## config.mk

```make
export PLATFORM = sky130hd
export DESIGN_NAME = reg_file_8x8
export DESIGN_NICKNAME = d
export VERILOG_FILES = /design/src/rtl/rf_pkg.sv /design/src/rtl/rf_clear_seq.sv /design/src/rtl/reg_file_8x8.sv
export SDC_FILE = /design/constraint.sdc
export NUM_CORES = 1
export LEC_CHECK = 0
export ABC_AREA = 1
export CORE_ASPECT_RATIO = 1.75
export CORE_MARGIN = 2
export CORE_UTILIZATION = 50
export CTS_BUF_LIST = sky130_fd_sc_hd__clkbuf_8 sky130_fd_sc_hd__clkbuf_16
export DETAILED_ROUTE_END_ITERATION = 12
export PLACE_DENSITY = 0.71
export RECOVER_POWER = 50
export REMOVE_ABC_BUFFERS = 1
export SLEW_MARGIN = 20
export SYNTH_ARGS = -nofsm -noshare
export SYNTH_HDL_FRONTEND = slang
export SYNTH_SLANG_ARGS = --single-unit
export TNS_END_PERCENT = 50
```

## constraint.sdc

```tcl
create_clock -name clk -period 2.51 [get_ports clk]
set_input_delay 0.3765 -clock clk [delete_from_list [all_inputs] [get_ports clk]]
set_output_delay 0.3765 -clock clk [all_outputs]
set_load 0.005 [all_outputs]
```

## src/rtl/rf_pkg.sv

```systemverilog
`default_nettype none
// ============================================================================
// Module      : rf_pkg
// Description : Shared constants and types for the 8x8 register file.
//               Holds default widths, depth, bulk-clear FSM state encoding
//               and the register word / address typedefs.
// Revision    : 1.0 - initial release
// ============================================================================
package rf_pkg;

    localparam int RF_DATA_W = 8;
    localparam int RF_ADDR_W = 3;
    localparam int RF_DEPTH  = 1 << RF_ADDR_W;

    // Bulk-clear sequencer states
    localparam logic [0:0] ST_IDLE  = 1'b0;
    localparam logic [0:0] ST_CLEAR = 1'b1;

    typedef logic [RF_DATA_W-1:0] reg_word_t;
    typedef logic [RF_ADDR_W-1:0] reg_addr_t;

endpackage : rf_pkg
`default_nettype wire

```

## src/rtl/rf_clear_seq.sv

```systemverilog
`default_nettype none
// ============================================================================
// Module      : rf_clear_seq
// Description : IDLE/CLEAR sequencer for the register-file bulk clear.
//               On clr_req in IDLE it walks a counter over every address,
//               issuing one zero-write per cycle, then returns to IDLE.
// Ports       : clk, rst_n (async active-low), clr_req (start request),
//               busy (sequence in progress), clr_we / clr_addr (clear
//               write strobe and address into the storage write port).
// Revision    : 1.0 - initial release
// ============================================================================
module rf_clear_seq
    import rf_pkg::*;
#(
    parameter int ADDR_W = RF_ADDR_W
) (
    input  logic              clk,
    input  logic              rst_n,
    input  logic              clr_req,
    output logic              busy,
    output logic              clr_we,
    output logic [ADDR_W-1:0] clr_addr
);

    // Last address of the sweep; termination is an explicit compare so the
    // counter's natural wrap is never relied upon.
    localparam logic [ADDR_W-1:0] LAST_ADDR = '1;

    logic [0:0]        state;
    logic [ADDR_W-1:0] cnt;

    always_ff @(posedge clk or negedge rst_n) begin
        if (!rst_n) begin
            state <= ST_IDLE;
            cnt   <= '0;
        end else begin
            case (state)
                ST_IDLE: begin
                    if (clr_req) begin
                        state <= ST_CLEAR;
                        cnt   <= '0;
                    end
                end
                ST_CLEAR: begin
                    cnt <= cnt + 1'b1;
                    if (cnt == LAST_ADDR) begin
                        state <= ST_IDLE;
                    end
                end
                default: begin
                    state <= ST_IDLE;
                    cnt   <= '0;
                end
            endcase
        end
    end

    assign busy     = (state == ST_CLEAR);
    assign clr_we   = (state == ST_CLEAR);
    assign clr_addr = cnt;

endmodule : rf_clear_seq
`default_nettype wire

```

## src/rtl/reg_file_8x8.sv

```systemverilog
`default_nettype none
// ============================================================================
// Module      : reg_file_8x8
// Description : 8 x 8-bit general-purpose register file with two
//               combinational read ports, one synchronous write port and a
//               sequenced bulk clear (busy while sweeping).
//               Optional macro REGFILE_WRITE_BYPASS_EN forwards wdata to a
//               read port whose address matches an IDLE write in the same
//               cycle.
// Ports       : clk, rst_n (async active-low)
//               clr_req -> start bulk clear, busy <- clear in progress
//               we, waddr, wdata -> write port (ignored while busy)
//               raddr_a -> rdata_a (ALU operand A)
//               raddr_b -> rdata_b (operand-B mux register input)
// Revision    : 1.0 - initial release
// ============================================================================
module reg_file_8x8
    import rf_pkg::*;
#(
    parameter int DATA_W  = RF_DATA_W,
    parameter int ADDR_W  = RF_ADDR_W,
    parameter int R0_ZERO = 1
) (
    input  logic              clk,
    input  logic              rst_n,
    input  logic              clr_req,
    output logic              busy,
    input  logic              we,
    input  logic [ADDR_W-1:0] waddr,
    input  logic [DATA_W-1:0] wdata,
    input  logic [ADDR_W-1:0] raddr_a,
    input  logic [ADDR_W-1:0] raddr_b,
    output logic [DATA_W-1:0] rdata_a,
    output logic [DATA_W-1:0] rdata_b
);

    localparam int DEPTH = 1 << ADDR_W;

    logic [DATA_W-1:0] regs [DEPTH];
    logic              clr_we;
    logic [ADDR_W-1:0] clr_addr;
    logic              waddr_is_r0;
    logic              wr_ok;

    rf_clear_seq #(
        .ADDR_W (ADDR_W)
    ) u_clear_seq (
        .clk      (clk),
        .rst_n    (rst_n),
        .clr_req  (clr_req),
        .busy     (busy),
        .clr_we   (clr_we),
        .clr_addr (clr_addr)
    );

    assign waddr_is_r0 = (R0_ZERO != 0) && (waddr == '0);

    // The normal write port only owns storage in IDLE; during CLEAR the
    // sequencer takes it over and any user write is lost.
    assign wr_ok = we && !busy && !waddr_is_r0;

    always_ff @(posedge clk or negedge rst_n) begin
        if (!rst_n) begin
            for (int i = 0; i < DEPTH; i++) begin
                regs[i] <= '0;
            end
        end else if (clr_we) begin
            regs[clr_addr] <= '0;
        end else if (wr_ok) begin
            regs[waddr] <= wdata;
        end
    end

    function automatic logic [DATA_W-1:0] read_stored(input logic [ADDR_W-1:0] addr);
        if ((R0_ZERO != 0) && (addr == '0)) begin
            return '0;
        end
        return regs[addr];
    endfunction

`ifdef REGFILE_WRITE_BYPASS_EN
    // Forwarding is qualified with rst_n so reads are still forced to zero
    // while reset is held, even with a write pending on the inputs.
    logic fwd_ok;
    assign fwd_ok = wr_ok && rst_n;

    always_comb begin
        rdata_a = read_stored(raddr_a);
        rdata_b = read_stored(raddr_b);
        if (fwd_ok && (waddr == raddr_a)) begin
            rdata_a = wdata;
        end
        if (fwd_ok && (waddr == raddr_b)) begin
            rdata_b = wdata;
        end
    end
`else
    always_comb begin
        rdata_a = read_stored(raddr_a);
        rdata_b = read_stored(raddr_b);
    end
`endif

endmodule : reg_file_8x8
`default_nettype wire

```

==> results.tsv, run 1 <==
metric	value	unit
status	finished, violations left	
violations	capacitance limit, slew limit	
clock_skew	3.25	ps
tightest_slew	1740	ps
async_flop_share	100	%
clock_sinks	68	
area_growth	20.0	%
cts-root-buf	clkbuf_16	
worstPathArrival	2050	ps
io_buffers	37	
synth_area_per_cell	6.38	um2
h-tree-depth	3	
clkTransAtPathRegs	60	ps
p_per_area	814	nW/um2
hold_buffers	0	
timing.fmax	412	MHz
rr_endpoint	regs[11]	
antenna_found_initial	0	
initial_utilization	51.3	%
ys_seq_area_share	40.1	%
drive_above_1_share	7.08	%
period_minus_slack	2420	ps
ant_nets	0	
rows	44	
timing.rr.start	u_clear_seq.busy	
die-area	9260	um2
slew_headroom	-15.9	%
worstSkewPairLatency	330	ps
grt_pass1_vias	4422	
synth_top_cell_by_area	dfrtp_1	
gr-total-overflow	0	
clock_path_buffers	2	
fp.coreArea	8260	um2
startpoint	raddr_b[1]	
critPathRequiredTime	2130	ps
setup_violations	0	
rrSetupSlack	360	ps
cts_tree	built	
leakage	2.88	nW
die_width	73.6	um
finalHoldViolations	0	
synth_top_area_share	40.1	%
ios	38	
crit_type	input port to output port	
synth_area	4240	um2
period_share	96.6	%
dp_hpwl	9340	um
grt_max_degree	69	
synthTopCellsByArea	dfrtp_1, nand2_1, nand3_1	
vias	4448	
wire_per_inst	16.7	um
maxCapViolations	1	
holdPathStages	2	
path_max_fanout	16	
rsz0062_at_grt	no	
hold_class	register to register	
finalWirelength	13300	um
first_pass_iters	6	
grt_use_total	30.6	%
gp_congestion	0.923	
synth_most_common_cell	nand2_1	
final_nets	724	
synth_cell_types	24	
drv_slew	69	
drc_errors	0	
irDropWorstVdd	0.713	mV
cts_buffers	9	
ff2ff_path_depth	5	
end_kind	output port	
synth_common_cells	nand2_1, nand3_1, inv_1	
syn_inst	664	
synth_flop_cell	dfrtp_1	
setup_tns	0	ps
grt_first_pass_wirelength	21300	um
total_power	0.00414	W
num-fill-cells	774	
diodes	0	
ys_warn_count	0	
ys_ff_latch	68	
die_y	126	um
crit_end	rdata_b[4]	
drt-initial-drc-count	433	
synth-edff-count	0	
cp-start-kind	input port	
via_per_inst	5.57	
-- kinds of logic after synthesis --
group	Yosys count	synth area share, %
and+or+nand+nor	445	43.8
adders and majority gates	2	0.590
AOI/OAI and AO/OA	32	3.87
DFF	68	40.1
buffers and inverters	117	11.6
-- cell usage in the layout, fill, tap and decap left out, types with 2 or more instances in the layout --
master             n
buf_4              9
buf_12             4
clkinvlp_4         2
nand2_2            5
ha_1               2
nor3_4             2
dfrtp_1           68
nand2_1          288
clkbuf_16          9
inv_1             84
inv_2              4
bufinv_16          2
o21ai_0           29
nor2_1            53
clkdlybuf4s50_1   33
nand3_1           92
dlymetal6s2s_1     2
-- what timing repair did --
action,CTS,global route
cloned,1,0
resized for setup,4,5
endpoints found under the setup margin,16,14
hold endpoints to repair,0,0
setup buffers,0,0
-- worst max-delay path: stages --
cell	delay, ps
clkdlybuf4s50_1	530
clkinv_1	170
buf_12	190
nand3_1	90
nand2_1	70
nor2_1	110
nor2_1	60
clkdlybuf4s50_1	440
-- state kept, by name, summed over array words and instances, names as in the netlist --
signal / cells
regs: 64
u_clear_seq.clr_addr: 3
u_clear_seq.busy: 1
-- power by group --
group | switching, W | internal [W]
combinational | 0.000901 | 0.000432
sequential | 0.000158 | 0.00130
clock | 0.000481 | 0.000865
total | 0.00154 | 0.00260
-- layer usage --
layer | GRT usage [%] | wire (um) | up-vias
li1 | - | - | 2100
met1 | 36.4 | 4940 | 2042
met2 | 49.1 | 6470 | 241
met3 | 5.28 | 1000 | 65
met4 | 20.4 | 917 | 0
met5 | 0 | 0 | -
-- how the worst min path moves through the flow --
stage | from | slack (ps) | to
after global placement | rst_n | 420 | regs[59]
final | regs[35] | 470 | regs[35]
after global routing | regs[3] | 500 | regs[3]
after detailed placement | rst_n | 420 | regs[58]
after CTS | rst_n | 70 | regs[58]
after floorplan | rst_n | 80 | regs[0]
-- metrics by stage --
step	setup slack [ps]	util [%]	instance area (um2)	hold WS, ps	instances
CTS	8.07	61.7	5100	65.2	798
global route	5.38	61.6	5090	496	798
finish	85.3	61.6	5090	472	798
global placement	-77.7	57.4	4740	423	781
floorplan	1060	-	4090	80.9	638
detailed placement	-88.9	57.4	4740	424	781
-- final cells by class --
type                    count  area (um2)  share of cell area (%)
clock inverters             7        92.6                    1.82
well taps                  92         115                    2.26
repair buffers             52         554                    10.9
multi-input cells         479        2050                    40.3
inverters                  91         350                    6.89
flip-flops and latches     68        1700                    33.4
clock buffers               9         225                    4.43
(Power assumes the default switching activity.)
==> run 2, diff against run 1 <==
--- a/config.mk
+++ b/config.mk
@@ -11,6 +11,7 @@
 export CORE_UTILIZATION = 50
 export CTS_BUF_LIST = sky130_fd_sc_hd__clkbuf_8 sky130_fd_sc_hd__clkbuf_16
 export DETAILED_ROUTE_END_ITERATION = 12
+export GPL_ROUTABILITY_DRIVEN = 0
 export PLACE_DENSITY = 0.71
 export RECOVER_POWER = 50
 export REMOVE_ABC_BUFFERS = 1
==> constraint.sdc (replaced) <==
create_clock -name clk -period 2.6 [get_ports clk]
set_input_delay 0.39 -clock clk [delete_from_list [all_inputs] [get_ports clk]]
set_output_delay 0.39 -clock clk [all_outputs]
set_load 0.005 [all_outputs]
==> run 2 against run 1 <==
The run still ends with capacitance limit, slew limit left; critical path depth stayed put; cell area is 0.54% higher; via count hardly changed; non-clock buffer count is 2 higher; sequential power is 3% lower; critical endpoint is now rdata_a[1].
==> results.tsv, run 2 (same netlist as run 1, synthesis figures left out) <==
metric	value	unit
status	finished, violations left	
violations	capacitance limit, slew limit	
multi_input_area	2050	um2
period_minus_slack	2480	ps
largest_reg_flops	64	
antenna_found_initial	0	
irDropWorstVdd	0.803	mV
crit_type	input port to output port	
io_buffers	37	
grt_first_pass_wirelength	21600	um
max_stage_delay	530	ps
drive_above_1_share	7.20	%
worstSkewPairLatency	340	ps
postCtsSetupRepairBufs	0	
final_area	5110	um2
wire_per_inst	17.1	um
maxCapViolations	1	
end_kind	output port	
leakage	2.88	nW
diodes	0	
fin_cells	800	
die-area	9260	um2
rows	44	
placed_area	4730	um2
finalHoldViolations	0	
drv_slew	33	
clkTransAtPathRegs	50	ps
rsz0062_at_grt	no	
final_nets	726	
layout_commonest_cell	nand2_1	
die_y	126	um
cts_buffers	9	
clock_skew	6.47	ps
total_power	0.00400	W
setup_violations	0	
worstPathArrival	2090	ps
ios	38	
cpMaxStageDelayCell	clkdlybuf4s50_1	
hold_class	register to register	
layout_common_cells	nand2_1, nand3_1, inv_1	
path_cells	clkdlybuf4s50_1, inv_2, buf_6, nand3_1, nand2_1, nor2_1, nor2_1, clkdlybuf4s50_1	
cts-root-buf	clkbuf_16	
die_width	73.6	um
fp.coreArea	8260	um2
dp_cells	782	
vias	4445	
path_delay_family	buffers and inverters	
area_growth	20.7	%
hold_buffers	0	
clock_path_buffers	2	
ant_nets	0	
grt_pass1_vias	4462	
regArea	1700	um2
timing.fmax	403	MHz
clock_sinks	68	
cts_tree	built	
h-tree-depth	3	
top_register	regs	
grt_max_degree	34	
initial_utilization	51.3	%
p_per_area	782	nW/um2
first_pass_iters	6	
finalWirelength	13700	um
grt_use_total	31.2	%
critPathRequiredTime	2210	ps
gr-total-overflow	0	
tightest_slew	1840	ps
drc_errors	0	
dp_hpwl	9470	um
drt-initial-drc-count	448	
num-fill-cells	811	
period_share	95.6	%
via_per_inst	5.56	
slew_headroom	-22.5	%
path_max_fanout	9	
critPathBufInv	4	
cp-start-kind	input port	
run 2: cell count changes in the layout (fill, tap and decap cells not counted):
cell,previous run,this run
clkbuf_1,0,1
buf_4,9,8
buf_6,0,1
inv_4,1,2
dlymetal6s2s_1,2,1
inv_6,1,0
clkdlybuf4s50_1,33,34
clkbuf_16,9,10
buf_2,1,0
clkbuf_2,1,2
run 2: power breakdown:
group	internal [W]	switching, W	leakage [nW]
Sequential	0.00126	0.000149	0.933
Clock	0.000835	0.000471	0.153
Combinational	0.000421	0.000867	1.80
run 2: stage by stage:
stage	util, %	hold WS [ps]	setup WS (ps)	setup TNS, ps
global route	61.9	489	25.2	0
global placement	57.3	453	-11.4	-14.9
CTS	61.7	146	76.3	0
detailed placement	57.3	459	-51.9	-86.2
finish	61.9	472	116	0
floorplan	-	94.4	1120	0
run 2: layout make-up:
class	count	share of cell area [%]
Clock inverter	7	1.81
Multi-Input combinational cell	479	40.0
Clock buffer	9	4.40
Inverter	91	6.80
Timing Repair Buffer	54	11.4
Sequential cell	68	33.3
Tap cell	92	2.25
run 2: path summary, 6_finish.rpt:
check,start,end,cells past startpoint,slack (ps)
worst min register to register,regs[39],regs[39],2,470
worst min-delay path,regs[39],regs[39],2,470
max in group asynchronous,rst_n,regs[41],2,670
min in group asynchronous,rst_n,regs[56],1,540
worst max register to register,u_clear_seq.busy,regs[10],5,460
worst max-delay path,raddr_a[1],rdata_a[1],8,120
run 2: per-layer routing:
layer  vias up  GRT usage [%]  wire length, um
met5         -              0                0
met4         0           22.4              924
met3        64           3.68              897
met2       244           51.2             6980
met1      2034           36.2             4900
li1       2103              -                -
run 2: worst register-to-register path: cells and delay by family, from the launching register on:
kind	cells	cell delay (ps)
flops	1	680
compound gates	2	370
simple gates	2	390
buf+inv	1	560
run 2: timing repair:
item                       4_1_cts  5_1_grt
cloned                           1        1
setup endpoints to repair        7        4
resized for setup                4        4
